### src/rtl/seq_restoring_divider_pkg.sv
// rtl/seq_restoring_divider_pkg.sv - shared types and constants for the restoring divider
// DIV_SIGNED_EN adds the FIXUP state used by the two's-complement build.
package div_pkg;

  localparam int DIV_WIDTH_DEF = 8;

`ifdef DIV_SIGNED_EN
  typedef enum logic [1:0] {IDLE, CALC, FIXUP, DONE} div_state_e;
`else
  typedef enum logic [1:0] {IDLE, CALC, DONE} div_state_e;
`endif

  function automatic int clog2(input int value);
    int r;
    r = 0;
    while ((1 << r) < value) r++;
    return r;
  endfunction

endpackage

### src/rtl/seq_restoring_divider_if.sv
// rtl/seq_restoring_divider_if.sv - operand/result handshake bundle for the divider
interface seq_restoring_divider_if #(
  parameter int WIDTH = div_pkg::DIV_WIDTH_DEF
);
  logic             in_valid;
  logic             in_ready;
  logic [WIDTH-1:0] dividend;
  logic [WIDTH-1:0] divisor;
  logic             out_valid;
  logic             out_ready;
  logic [WIDTH-1:0] quotient;
  logic [WIDTH-1:0] remainder;
  logic             div_by_zero;

  modport master (
    output in_valid, dividend, divisor, out_ready,
    input  in_ready, out_valid, quotient, remainder, div_by_zero
  );

  modport slave (
    input  in_valid, dividend, divisor, out_ready,
    output in_ready, out_valid, quotient, remainder, div_by_zero
  );
endinterface

### src/rtl/seq_restoring_divider_step.sv
// rtl/seq_restoring_divider_step.sv - one combinational restoring-division step
module div_sub_step #(
  parameter int WIDTH = 8
) (
  input  logic [WIDTH-1:0] i_rem,
  input  logic             i_bit,
  input  logic [WIDTH-1:0] i_divisor,
  output logic [WIDTH-1:0] o_rem,
  output logic             o_qbit
);
  logic [WIDTH:0]   w_shift;
  logic [WIDTH:0]   w_sub_b;
  logic [WIDTH-1:0] w_diff;
  logic             w_carry;

  // Ripple-carry subtract over WIDTH+1 bits; final carry-out means no borrow.
  always_comb begin
    w_shift = {i_rem, i_bit};
    w_sub_b = ~{1'b0, i_divisor};
    w_diff  = '0;
    w_carry = 1'b1;
    for (int i = 0; i <= WIDTH; i++) begin
      if (i < WIDTH) begin
        w_diff[i] = w_shift[i] ^ w_sub_b[i] ^ w_carry;
      end
      w_carry = (w_shift[i] & w_sub_b[i]) | (w_carry & (w_shift[i] ^ w_sub_b[i]));
    end
    o_qbit = w_carry;
    o_rem  = w_carry ? w_diff : w_shift[WIDTH-1:0];
  end
endmodule

### src/rtl/seq_restoring_divider.sv
// rtl/seq_restoring_divider.sv - iterative restoring divider, one quotient bit per clock
// Define DIV_SIGNED_EN for two's-complement operands (adds a FIXUP cycle).
module seq_restoring_divider
  import div_pkg::*;
#(
  parameter int WIDTH = DIV_WIDTH_DEF
) (
  input  logic                    clk,
  input  logic                    rst_n,
  seq_restoring_divider_if.slave  bus
);
  localparam int CW = (clog2(WIDTH) < 1) ? 1 : clog2(WIDTH);

  div_state_e       r_state;
  div_state_e       w_next_state;
  logic [CW-1:0]    r_cnt;
  logic [WIDTH-1:0] r_dvd;
  logic [WIDTH-1:0] r_dvs;
  logic [WIDTH-1:0] r_rem;
  logic [WIDTH-1:0] r_quo;
  logic [WIDTH-1:0] r_quotient;
  logic [WIDTH-1:0] r_remainder;
  logic             r_dbz;
  logic             r_out_valid;

  logic             w_accept;
  logic             w_zero_dvs;
  logic             w_qbit;
  logic [WIDTH-1:0] w_rem_next;
  logic [WIDTH-1:0] w_quo_next;
  logic [WIDTH-1:0] w_dvd_mag;
  logic [WIDTH-1:0] w_dvs_mag;

`ifdef DIV_SIGNED_EN
  logic r_neg_q;
  logic r_neg_r;

  assign w_dvd_mag = bus.dividend[WIDTH-1] ? (~bus.dividend + 1'b1) : bus.dividend;
  assign w_dvs_mag = bus.divisor[WIDTH-1]  ? (~bus.divisor + 1'b1)  : bus.divisor;
`else
  assign w_dvd_mag = bus.dividend;
  assign w_dvs_mag = bus.divisor;
`endif

  assign w_accept   = (r_state == IDLE) && bus.in_valid;
  assign w_zero_dvs = (bus.divisor == '0);
  assign w_quo_next = {r_quo[WIDTH-2:0], w_qbit};

  assign bus.in_ready    = (r_state == IDLE);
  assign bus.out_valid   = r_out_valid;
  assign bus.quotient    = r_quotient;
  assign bus.remainder   = r_remainder;
  assign bus.div_by_zero = r_dbz;

  div_sub_step #(.WIDTH(WIDTH)) u_step (
    .i_rem     (r_rem),
    .i_bit     (r_dvd[WIDTH-1]),
    .i_divisor (r_dvs),
    .o_rem     (w_rem_next),
    .o_qbit    (w_qbit)
  );

  always_ff @(posedge clk or negedge rst_n) begin
    if (!rst_n) r_state <= IDLE;
    else        r_state <= w_next_state;
  end

  always_comb begin
    w_next_state = r_state;
    case (r_state)
      IDLE: if (w_accept) w_next_state = w_zero_dvs ? DONE : CALC;
`ifdef DIV_SIGNED_EN
      CALC:  if (r_cnt == '0) w_next_state = FIXUP;
      FIXUP: w_next_state = DONE;
`else
      CALC: if (r_cnt == '0) w_next_state = DONE;
`endif
      DONE: if (r_out_valid && bus.out_ready) w_next_state = IDLE;
      default: w_next_state = IDLE;
    endcase
  end

  always_ff @(posedge clk or negedge rst_n) begin
    if (!rst_n) begin
      r_cnt       <= '0;
      r_dvd       <= '0;
      r_dvs       <= '0;
      r_rem       <= '0;
      r_quo       <= '0;
      r_quotient  <= '0;
      r_remainder <= '0;
      r_dbz       <= 1'b0;
      r_out_valid <= 1'b0;
`ifdef DIV_SIGNED_EN
      r_neg_q     <= 1'b0;
      r_neg_r     <= 1'b0;
`endif
    end else begin
      case (r_state)
        IDLE: begin
          if (w_accept) begin
            r_dvd <= w_dvd_mag;
            r_dvs <= w_dvs_mag;
            r_rem <= '0;
            r_quo <= '0;
            r_cnt <= CW'(WIDTH - 1);
`ifdef DIV_SIGNED_EN
            r_neg_q <= bus.dividend[WIDTH-1] ^ bus.divisor[WIDTH-1];
            r_neg_r <= bus.dividend[WIDTH-1];
`endif
            // Zero divisor skips CALC; out_valid follows one edge later from DONE.
            if (w_zero_dvs) begin
              r_quotient  <= '1;
              r_remainder <= bus.dividend;
              r_dbz       <= 1'b1;
            end
          end
        end
        CALC: begin
          r_dvd <= {r_dvd[WIDTH-2:0], 1'b0};
          r_rem <= w_rem_next;
          r_quo <= w_quo_next;
          r_cnt <= r_cnt - 1'b1;
`ifndef DIV_SIGNED_EN
          if (r_cnt == '0) begin
            r_quotient  <= w_quo_next;
            r_remainder <= w_rem_next;
            r_dbz       <= 1'b0;
            r_out_valid <= 1'b1;
          end
`endif
        end
`ifdef DIV_SIGNED_EN
        FIXUP: begin
          r_quotient  <= r_neg_q ? (~r_quo + 1'b1) : r_quo;
          r_remainder <= r_neg_r ? (~r_rem + 1'b1) : r_rem;
          r_dbz       <= 1'b0;
          r_out_valid <= 1'b1;
        end
`endif
        DONE: begin
          if (!r_out_valid)         r_out_valid <= 1'b1;
          else if (bus.out_ready)   r_out_valid <= 1'b0;
        end
        default: r_out_valid <= 1'b0;
      endcase
    end
  end
endmodule

### src/flat_wrapper.sv
// flat-port wrapper written by rule: the top's interface ports become plain ports
module seq_restoring_divider_flat import div_pkg::*;
#(
  parameter int WIDTH = DIV_WIDTH_DEF
)
  (clk, rst_n, bus_in_valid, bus_dividend, bus_divisor, bus_out_ready, bus_in_ready, bus_out_valid, bus_quotient, bus_remainder, bus_div_by_zero);
  seq_restoring_divider_if #(.WIDTH(WIDTH)) bus_i ();
  input  logic clk;
  input  logic rst_n;
  input wire logic [$bits(bus_i.in_valid)-1:0] bus_in_valid;
  input wire logic [$bits(bus_i.dividend)-1:0] bus_dividend;
  input wire logic [$bits(bus_i.divisor)-1:0] bus_divisor;
  input wire logic [$bits(bus_i.out_ready)-1:0] bus_out_ready;
  output wire logic [$bits(bus_i.in_ready)-1:0] bus_in_ready;
  output wire logic [$bits(bus_i.out_valid)-1:0] bus_out_valid;
  output wire logic [$bits(bus_i.quotient)-1:0] bus_quotient;
  output wire logic [$bits(bus_i.remainder)-1:0] bus_remainder;
  output wire logic [$bits(bus_i.div_by_zero)-1:0] bus_div_by_zero;
  assign bus_i.in_valid = bus_in_valid;
  assign bus_i.dividend = bus_dividend;
  assign bus_i.divisor = bus_divisor;
  assign bus_i.out_ready = bus_out_ready;
  assign bus_in_ready = bus_i.in_ready;
  assign bus_out_valid = bus_i.out_valid;
  assign bus_quotient = bus_i.quotient;
  assign bus_remainder = bus_i.remainder;
  assign bus_div_by_zero = bus_i.div_by_zero;
  seq_restoring_divider #(.WIDTH(WIDTH)) u_core (.clk(clk), .rst_n(rst_n), .bus(bus_i));
endmodule
### config.mk
export PLATFORM = sky130hd
export DESIGN_NAME = seq_restoring_divider_flat
export DESIGN_NICKNAME = d
export VERILOG_FILES = /design/src/rtl/seq_restoring_divider_pkg.sv /design/src/rtl/seq_restoring_divider_if.sv /design/src/rtl/seq_restoring_divider_step.sv /design/src/rtl/seq_restoring_divider.sv /design/src/flat_wrapper.sv
export SDC_FILE = /design/constraint.sdc
export NUM_CORES = 1
export LEC_CHECK = 0
export CORE_MARGIN = 8
export CORE_UTILIZATION = 49
export DETAILED_ROUTE_END_ITERATION = 8
export GPL_TIMING_DRIVEN = 1
export HOLD_SLACK_MARGIN = 0.15
export PLACE_DENSITY_LB_ADDON = 0.1
export RECOVER_POWER = 100
export SLEW_MARGIN = 20
export SYNTH_ARGS = -nofsm -noshare
export SYNTH_HDL_FRONTEND = slang
export SYNTH_SLANG_ARGS = --single-unit
### constraint.sdc
create_clock -name clk -period 3.8 [get_ports clk]
set_input_delay 0.38 -clock clk [delete_from_list [all_inputs] [get_ports clk]]
set_output_delay 0.38 -clock clk [all_outputs]
set_load 0.02 [all_outputs]
==> flow_summary.yaml <==
clocking:
  cts_buffers: 5
  cts_tree: "yes"
  worstSkewPairLatency_ns: 0.31
  clk_pin_slew_worst_paths_ns: 0.10
  htree_num_levels: 2
  clock-sinks: 54
  cts_hold_buf: 0
  cts.path.max_buffers: 2
  cts_root_buf: "clkbuf_8"
logic_synthesis:
  syn_nets: 298
  synth_top_area_share: 0.471
  synth_common_cells: "54 x dfrtp_1, 32 x nand2_1, 30 x o21ai_0"
  synthFlopType: "dfrtp_1"
  syn_inst: 265
  yosys.area.top_type: "dfrtp_1"
  yosysUniqueCellTypes: 41
  ys_seq_area_frac: 0.471
  async_flop_share: 1.00
  syn_area_per_cell_um2: 10.8
  synth.area.top_cells: "dfrtp_1 47%, mux2_2 6.7%, o21ai_0 5.2%, fa_1 4.9%, nand2_1 4.2%"
  yosysMostFrequentCell: "dfrtp_1"
  synth_edf_count: 0
  synthesis.area_mm2: 0.00287
  synth-seq-cells: 54
  yosysWarnings: 0
floorplan:
  floorplan.initialDensity: 0.497
  num_rows: 28
  die_area_mm2: 0.00856
  io_pins: 39
  chipHeight_um: 92.5
  coreArea_mm2: 0.00578
  die_x_um: 92.5
detailed_routing:
  vias: 2004
  post_drt_via_cell_ratio: 5.33
  drt_pass1_iterations: 4
  drtIter0Drc: 109
  finalWirelength_um: 5930
  remaining_drc_errors: 0
  wire_per_inst_um: 15.8
  ant_nets: 0
worst_setup_path:
  startpoint: "u_core.r_dvd[7]$_DFFE_PN0P_"
  criticalPathCategory: "reg2reg"
  crit_path_end_kind: "flip-flop"
  regToRegStartpoint: "u_core.r_dvd[7]$_DFFE_PN0P_"
  reg2reg_slack_ns: 0.13
  start_kind: "flip-flop"
  worstPathArrival_ns: 3.87
  path_max_fanout: 3
  crit_required_ns: 4.00
placement:
  gp_congestion: 0.774
  dpl-instance-area_mm2: 0.00326
  dpl.hpwl_um: 4290
  place.port_buffers: 38
  placedCellCount: 366
cells_and_area:
  design_area_mm2: 0.00334
  layout-drive-gt1-share: 0.140
  final_nets: 333
  syn2layout_area_growth_pct: 16.3
  n_antenna_cell: 0
  final_cells: 376
timing:
  fin_crit_sh: 0.966
  worstMarginPinSlew_ns: 1.84
  setup-violations-final: 0
  finalHoldWorstSlack_ns: 0.482
  rsz0062_at_grt: "no"
  max_freq_mhz: 272
  slew_headroom: -0.227
  slew_viol_final: 34
  finClkSkew_ns: 0.0105
  final.min_clock_period_ns: 3.67
  hold_viol: 0
status:
  failed_checks: "max-capacitance violations, max-slew violations"
  status: "complete, but fails checks"
power_and_ir_drop:
  p_leak_nw: 1.39
  ir_drop_uv: 382
  power_density_mw_per_mm2: 842
global_route:
  grt_pass1_wl_um: 10500
  gr-total-overflow: 0
  antenna_found_initial: 0
  grt_usage: 0.152
  grt_pass1_vias: 2123
  grt_max_degree: 34
worst_hold_path:
  hp-start: "u_core.r_dvd[5]$_DFFE_PN0P_"
  min_path_type: "reg2reg"
flow_run:
  max_cap_viol_count: 1
## cells by family after synthesis
kind of cell,share of synthesized area
multiplexers,0.138
XOR/XNOR,0.00305
AO/OA/AOI/OAI,0.153
adder cells (fa/ha/maj),0.0750
AND/OR/NAND/NOR,0.0998
flip-flops,0.471
buffers and inverters,0.0602
## per-layer routing
metal	routed length (um)	vias up	global-route usage
li1	-	986	-
met1	2630	980	0.185
met2	3000	31	0.262
met3	223	7	0.0316
met4	76	0	0.0483
met5	0	-	0
## flip-flops by register name (all words and copies together), names as in the netlist, 2 cells and up
| signal | flops |
|---|---|
| u_core.bus.remainder | 8 |
| u_core.r_quo | 7 |
| u_core.r_rem | 8 |
| u_core.bus.quotient | 8 |
| u_core.r_cnt | 3 |
| u_core.r_dvs | 8 |
| u_core.r_dvd | 8 |
| u_core.r_state | 2 |
## repair_timing
| action | in CTS | in global routing |
|---|---|---|
| resized for setup | 5 | 5 |
| setup buffers | 1 | 1 |
| pin swaps | 2 | 3 |
| endpoints found under the setup margin | 2 | 10 |
## path summary, 6_finish.rpt
| check | depth (start not counted) | endpoint |
|---|---|---|
| setup / recovery | 14 | u_core.r_rem[7]$_DFFE_PN0P_ |
| hold / removal | 2 | u_core.r_dvd[5]$_DFFE_PN0P_ |
| setup reg to reg | 14 | u_core.r_rem[7]$_DFFE_PN0P_ |
| hold reg to reg | 2 | u_core.r_dvd[5]$_DFFE_PN0P_ |
| max in group asynchronous | 2 | u_core.r_quo[4]$_DFFE_PN0P_ |
| min in group asynchronous | 1 | u_core.r_state[1]$_DFFE_PN0P_ |
## report_power, final
group / switching (mW) / leakage, nW / total (mW) / internal (mW)
Combinational: 0.815 / 0.692 / 1.47 / 0.659
Sequential: 0.184 / 0.655 / 1.02 / 0.832
Clock: 0.188 / 0.0452 / 0.318 / 0.131
Total: 1.19 / 1.39 / 2.81 / 1.62
## layout make-up
type	instances	area [um2]
multi-input combinational	177	1330
sequential	54	1350
clock inverter	2	13.8
timing repair buffer	43	408
inverter	19	71.3
clock buffer	6	72.6
fill	520	2440
tap	75	93.8
## per-stage QoR
stage / setup slack (ns) / utilization / TNS [ns] / power (mW)
after detailed placement: -0.0475 / 0.565 / -0.0475 / 2.56
after CTS: 0.0301 / 0.582 / 0 / 2.91
after global routing: 0.00570 / 0.577 / 0 / 3.07
final: 0.128 / 0.577 / 0 / 2.81
after global placement: 0.0611 / 0.565 / 0 / 2.52
after floorplan: 0.0967 / - / 0 / 2.12
## cells in the final DEF, fill, tap and decap left out, drive strengths merged, types with 3 or more instances in the layout
cell and n:
a21oi 10, a22oi 6, a31oi 3, and2 4
buf 4, clkbuf 8, clkdlybuf4s50 18, dfrtp 54
dlygate4sd3 19, fa 7, ha 6, inv 19
mux2 24, mux2i 10, nand2 33, nand2b 10
nor2 7, o211ai 3, o21ai 30, o31ai 5
## worst max-delay path: stages (launching register included)
cell and delay, ns:
dfrtp_1 0.36, inv_1 0.05, ha_1 0.21, fa_2 0.34, fa_2 0.34, fa_2 0.35, fa_2 0.35, inv_2 0.07
fa_2 0.20, fa_2 0.22, fa_1 0.44, and2_1 0.19, o21ai_1 0.12, a21oi_1 0.08, a211o_1 0.27
(Power assumes the default switching activity.)
